<file path="config.mk">
export PLATFORM = sky130hd
export DESIGN_NAME = muldiv_unit
export DESIGN_NICKNAME = d
export VERILOG_FILES = /design/src/rtl/muldiv_pkg.sv /design/src/rtl/muldiv_sign_fix.sv /design/src/rtl/muldiv_unit.sv
export SDC_FILE = /design/constraint.sdc
export NUM_CORES = 1
export LEC_CHECK = 0
export CORE_MARGIN = 2
export CORE_UTILIZATION = 46
export DETAILED_ROUTE_END_ITERATION = 10
export PLACE_DENSITY = 0.75
export SLEW_MARGIN = 20
export SYNTH_ARGS = -nofsm -noshare
export SYNTH_HDL_FRONTEND = slang
export SYNTH_HIERARCHICAL = 1
export SYNTH_SLANG_ARGS = --single-unit
</file>
<file path="constraint.sdc">
create_clock -name clk -period 8.4 [get_ports clk]
set_input_delay 1.26 -clock clk [delete_from_list [all_inputs] [get_ports clk]]
set_output_delay 1.26 -clock clk [all_outputs]
set_load 0.005 [all_outputs]
</file>
<file path="src/rtl/muldiv_pkg.sv">
// Shared definitions for the iterative multiply/divide unit: op encodings,
// FSM states and the default datapath width.
package muldiv_pkg;

  localparam int WIDTH_DEF = 32;

  typedef enum logic [1:0] {
    OP_MULT  = 2'b00,
    OP_MULTU = 2'b01,
    OP_DIV   = 2'b10,
    OP_DIVU  = 2'b11
  } op_e;

  typedef enum logic [1:0] {
    IDLE = 2'b00,
    RUN  = 2'b01,
    FIX  = 2'b10
  } state_e;

endpackage

</file>
<file path="src/rtl/muldiv_sign_fix.sv">
// Conditional two's-complement negate. It yields the magnitude of an operand
// when i_neg is its sign bit, and restores the sign of a result otherwise.
module muldiv_sign_fix #(
  parameter int W = 32
) (
  input  logic [W-1:0] i_val,
  input  logic         i_neg,
  output logic [W-1:0] o_val
);

  assign o_val = i_neg ? (~i_val + W'(1)) : i_val;

endmodule

</file>
<file path="src/rtl/muldiv_unit.sv">
// Iterative MULT/MULTU/DIV/DIVU unit holding the architectural HI/LO pair.
// The magnitudes are processed one bit per cycle, and the signs are applied in FIX.
module muldiv_unit
  import muldiv_pkg::*;
#(
  parameter int WIDTH = WIDTH_DEF
) (
  input  logic             clk,
  input  logic             rst,
  input  logic             start,
  input  logic [1:0]       op,
  input  logic [WIDTH-1:0] opA,
  input  logic [WIDTH-1:0] opB,
  input  logic             hi_we,
  input  logic             lo_we,
  input  logic [WIDTH-1:0] wdata,
  output logic             busy,
  output logic             done,
  output logic             div_zero,
  output logic [WIDTH-1:0] hi,
  output logic [WIDTH-1:0] lo
);

  localparam int CW = (WIDTH > 1) ? $clog2(WIDTH) : 1;

  state_e             r_state;
  op_e                r_op;
  logic [CW-1:0]      r_cnt;
  logic               r_busy;
  logic               r_done;
  logic               r_div_zero;
  logic               r_dz;
  logic               r_neg_a;
  logic               r_neg_b;
  logic [WIDTH-1:0]   r_hi;
  logic [WIDTH-1:0]   r_lo;
  logic [WIDTH-1:0]   r_opa;
  logic [WIDTH-1:0]   r_m;
  logic [2*WIDTH-1:0] r_prod;

  logic               w_in_signed;
  logic               w_in_div;
  logic               w_is_div;
  logic [WIDTH-1:0]   w_abs_a;
  logic [WIDTH-1:0]   w_abs_b;
  logic [WIDTH:0]     w_mul_sum;
  logic [2*WIDTH-1:0] w_mul_next;
  logic [WIDTH:0]     w_div_shift;
  logic [WIDTH:0]     w_div_diff;
  logic [2*WIDTH-1:0] w_div_next;
  logic [2*WIDTH-1:0] w_prod_fix;
  logic [WIDTH-1:0]   w_quo_fix;
  logic [WIDTH-1:0]   w_rem_fix;

  assign w_in_signed = (op == OP_MULT) || (op == OP_DIV);
  assign w_in_div    = (op == OP_DIV)  || (op == OP_DIVU);
  assign w_is_div    = (r_op == OP_DIV) || (r_op == OP_DIVU);

  muldiv_sign_fix #(.W(WIDTH)) u_abs_a (
    .i_val (opA),
    .i_neg (w_in_signed & opA[WIDTH-1]),
    .o_val (w_abs_a)
  );

  muldiv_sign_fix #(.W(WIDTH)) u_abs_b (
    .i_val (opB),
    .i_neg (w_in_signed & opB[WIDTH-1]),
    .o_val (w_abs_b)
  );

  // Multiply step: the upper half accumulates r_m, and the multiplier shifts out of the low half
  assign w_mul_sum  = {1'b0, r_prod[2*WIDTH-1:WIDTH]} + (r_prod[0] ? {1'b0, r_m} : '0);
  assign w_mul_next = {w_mul_sum, r_prod[WIDTH-1:1]};

  // Restoring divide step: {rem, quotient/dividend} shifts left, and the quotient bit enters at bit 0
  assign w_div_shift = {r_prod[2*WIDTH-1:WIDTH], r_prod[WIDTH-1]};
  assign w_div_diff  = w_div_shift - {1'b0, r_m};
  assign w_div_next  = w_div_diff[WIDTH]
                     ? {w_div_shift[WIDTH-1:0], r_prod[WIDTH-2:0], 1'b0}
                     : {w_div_diff[WIDTH-1:0],  r_prod[WIDTH-2:0], 1'b1};

  muldiv_sign_fix #(.W(2*WIDTH)) u_fix_prod (
    .i_val (r_prod),
    .i_neg (r_neg_a ^ r_neg_b),
    .o_val (w_prod_fix)
  );

  muldiv_sign_fix #(.W(WIDTH)) u_fix_quo (
    .i_val (r_prod[WIDTH-1:0]),
    .i_neg (r_neg_a ^ r_neg_b),
    .o_val (w_quo_fix)
  );

  // The remainder follows the dividend's sign
  muldiv_sign_fix #(.W(WIDTH)) u_fix_rem (
    .i_val (r_prod[2*WIDTH-1:WIDTH]),
    .i_neg (r_neg_a),
    .o_val (w_rem_fix)
  );

  always_ff @(posedge clk) begin
    if (rst) begin
      r_state    <= IDLE;
      r_cnt      <= '0;
      r_busy     <= 1'b0;
      r_done     <= 1'b0;
      r_div_zero <= 1'b0;
      r_hi       <= '0;
      r_lo       <= '0;
    end else begin
      r_done <= 1'b0;
      case (r_state)
        IDLE: begin
          if (hi_we) r_hi <= wdata;
          if (lo_we) r_lo <= wdata;
          if (start) begin
            r_op       <= op_e'(op);
            r_neg_a    <= w_in_signed & opA[WIDTH-1];
            r_neg_b    <= w_in_signed & opB[WIDTH-1];
            r_dz       <= w_in_div && (opB == '0);
            r_opa      <= opA;
            r_m        <= w_in_div ? w_abs_b : w_abs_a;
            r_prod     <= {{WIDTH{1'b0}}, (w_in_div ? w_abs_a : w_abs_b)};
            r_cnt      <= '0;
            r_div_zero <= 1'b0;
            r_busy     <= 1'b1;
            r_state    <= RUN;
          end
        end
        RUN: begin
          r_prod <= w_is_div ? w_div_next : w_mul_next;
          if (r_cnt == CW'(WIDTH-1)) begin
            r_cnt   <= '0;
            r_state <= FIX;
          end else begin
            r_cnt <= r_cnt + CW'(1);
          end
        end
        FIX: begin
          if (w_is_div) begin
            if (r_dz) begin
              r_lo       <= '1;
              r_hi       <= r_opa;
              r_div_zero <= 1'b1;
            end else begin
              r_lo <= w_quo_fix;
              r_hi <= w_rem_fix;
            end
          end else begin
            r_hi <= w_prod_fix[2*WIDTH-1:WIDTH];
            r_lo <= w_prod_fix[WIDTH-1:0];
          end
          r_done  <= 1'b1;
          r_busy  <= 1'b0;
          r_state <= IDLE;
        end
        default: r_state <= IDLE;
      endcase
    end
  end

  assign busy     = r_busy;
  assign done     = r_done;
  assign div_zero = r_div_zero;
  assign hi       = r_hi;
  assign lo       = r_lo;

endmodule

</file>
==> results.yml <==
power_and_ir_drop:
  p_int_mw: 2.25
  ir_worst_vdd_v: 0.000143
  swShare: 0.334
  p_seq_frac: 0.385
  power_mw: 3.38
  pwr-share-clk: 0.318
  p_leak_nw: 7.32
  comb_power_share: 0.297
  power_density_mw_per_mm2: 159
  p_sw_mw: 1.13
sta:
  max_slew.worst_pin.slew_ps: 1000
  rsz0062_at_grt: "false"
  fin_crit_sh: 0.506
  fmax_mhz: 235
  whs_ps: 457
  setup-tns-final_ps: 0
  setup-violations-final: 0
  slew-limit-headroom: 0.332
  setup_slack_ps: 4150
  finalCriticalPeriod_ps: 4250
  slew_viol_final: 0
  report.final.hold_viol_count: 0
  skew_ps: 20.8
finish:
  fillers: 3492
  drive_above_1_share: 0.0929
  area_growth_pct: 15.6
  multi_input_area_mm2: 0.0122
  seqCellArea_mm2: 0.00545
  num-nets-final: 2303
clock_tree:
  cts_buffers: 24
  cts_max_level: 1
  cts_tree: "yes"
  clk_latency_ps: 540
  clk_path_buf_depth: 3
  post_cts_buffers: 0
  cts_hold_buf: 0
  root_buffer: "clkbuf_16"
  cts_resized: 0
  clkSinkCount: 206
  path_clk_slew_ps: 60
placement:
  gp_congestion: 1.03
  numPortBuffers: 169
  place_ws_ps: 4220
  detailed_place_hpwl_mm: 46.4
floorplan:
  core_area_mm2: 0.0395
  initial_core_util: 0.463
  die_h_um: 204
  pin_count: 170
  die_w_um: 204
  rows: 73
  die_area_mm2: 0.0414
critical_path:
  cp-end-kind: "flip-flop"
  crit_type: "flip-flop to flip-flop"
  critical_path_required_ps: 8670
  crit_top_cell: "a21oi_1"
  path_cells: "inv_1 -> ha_1 -> fa_1 -> nor2b_4 -> o2111a_1 -> nor3_2 -> a21oi_1 -> a21o_1 -> a21oi_2 -> xnor2_2 -> buf_4 -> mux2_2 -> a21oi_1 -> nor2_1"
  r2r_cells: 14
  slowest_delay_ps: 570
  crit_arrival_ps: 4520
  critPathLaunchType: "flip-flop"
  worstPathMaxFanout: 19
  cpMaxStageDelayCell: "xnor2_2"
synth:
  synth_top_cell_by_area: "edfxtp_1"
  ys_seq_elements: 206
  synth_nets: 2210
  netlist_instances: 2034
  synth.top_cell.area_share: 0.216
  ys_seq_area_frac: 0.297
  ys_types: 94
  synth_top_flop_cell: "edfxtp_1"
  async_flop_share: 0
  synth_edf_count: 132
  netlist_top_cells_area: "edfxtp_1 22%, xnor2_1 10%, dfxtp_1 8.1%"
  syn_avg_cell_area_um2: 9.00
  yosysWarnings: 6
  synth_area_mm2: 0.0183
routing:
  drtIter0Drc: 2632
  vias: 17500
  dr.pass1.iters: 6
  drtAntennaViolNets: 0
  vias_per_cell: 6.56
  wirelength_mm: 62.5
  wl_per_cell_um: 23.4
  drc: 0
grt:
  grt_pass1_vias: 16200
  use_met3: 0.0425
  overflow: 0
  grt_pass1_wl_mm: 96.1
  grt_start_max_net_pins: 206
  top_usage_layer: "met2"
  met2_usage: 0.461
  use_met1: 0.412
  antenna_found_initial: 1
  track_usage: 0.295
status:
  status: "finished, final reports clean"
min_path:
  hp-class: "flip-flop to flip-flop"
  hold_depth: 2
flow_run:
  drv_cap: 0
==> layout by cell type (no fill, tap or decap), types with 30 or more instances in the layout <==
cell type / netlist / layout
a211oi_1: 41 / 41
a21o_1: 32 / 32
a21oi_1: 98 / 98
a311oi_1: 72 / 72
and2_1: 39 / 39
clkdlybuf4s50_1: 0 / 167
dfxtp_1: 74 / 74
edfxtp_1: 132 / 132
ha_1: 71 / 71
inv_1: 57 / 57
mux2_2: 35 / 35
mux2i_1: 72 / 72
nand2_1: 191 / 190
nor2_1: 136 / 132
nor2b_1: 42 / 39
o211ai_1: 39 / 39
o21ai_0: 92 / 92
o221ai_1: 34 / 34
o31ai_1: 55 / 55
o41ai_1: 30 / 30
xnor2_1: 212 / 211
==> power groups by stage <==
stage	logic (mW)	registers, mW	clock network, mW
after floorplan	0.675	1.27	0
after global placement	0.956	1.31	0
after detailed placement	0.977	1.31	0
after CTS	0.985	1.29	1.08
after global routing	1.09	1.31	1.11
final	1.00	1.30	1.07
==> worst paths after layout <==
| kind | startpoint | to | slack [ps] |
|---|---|---|---|
| max reg2reg | r_prod[31] | r_prod[37] | 4150 |
| min | busy | busy | 460 |
| min reg2reg | busy | busy | 460 |
| max | r_prod[31] | r_prod[37] | 4150 |
==> state kept, by name (all words and copies together) (netlist names) <==
| name | flops |
|---|---|
| r_m | 32 |
| hi | 32 |
| r_state | 2 |
| r_dz | 1 |
| done | 1 |
| r_cnt | 5 |
| r_neg_a | 1 |
| r_neg_b | 1 |
| r_op | 1 |
| div_zero | 1 |
| lo | 32 |
| r_opa | 32 |
| busy | 1 |
| r_prod | 64 |
==> synthesized netlist by cell type, drive strengths merged (57+ instances only) <==
| cell type | count |
|---|---|
| a21oi | 102 |
| a311oi | 72 |
| clkbuf | 83 |
| dfxtp | 74 |
| edfxtp | 132 |
| ha | 71 |
| inv | 57 |
| mux2i | 72 |
| nand2 | 191 |
| nor2 | 137 |
| o21ai | 95 |
| o31ai | 61 |
| xnor2 | 212 |
==> kinds of logic after synthesis <==
family,Yosys count,share of synthesized area
AOI/OAI and AO/OA,601,0.246
xor gates and xnor gates,232,0.111
adders and majority gates,73,0.0507
buffers and inverters,179,0.0391
DFF,206,0.297
muxes,107,0.0609
and+or+nand+nor,636,0.195
==> per-layer routing <==
metal	vias to the layer above	routed length (um)
met2	974	27700
met5	-	13
li1	7912	-
met3	169	6310
met1	8434	25700
met4	2	2740
==> through the flow <==
step	util	std cells	cell area [um^2]
after floorplan	-	2034	18300
after global placement	0.515	2626	20400
after detailed placement	0.515	2626	20400
after CTS	0.535	2666	21200
after global routing	0.535	2666	21200
final	0.535	2668	21200
==> final cells by class <==
| class | count | area share |
|---|---|---|
| antenna | 2 | 0.000236 |
| tap | 525 | 0.0310 |
| timing repair buffer | 188 | 0.0868 |
| sequential | 206 | 0.257 |
| multi-input combinational | 1649 | 0.578 |
| clock buffer | 30 | 0.0304 |
| inverter | 58 | 0.0103 |
| clock inverter | 10 | 0.00638 |
==> critical path, delay by kind of cell (launching register included) <==
family / cells / cell delay [ps]
mux: 1 / 360
buf+inv: 2 / 510
simple gates: 3 / 270
compound gates: 5 / 1060
xor+xnor: 1 / 570
flops: 1 / 500
fa+ha+maj: 2 / 700
Note: power is estimated with default switching activity, not from simulation.
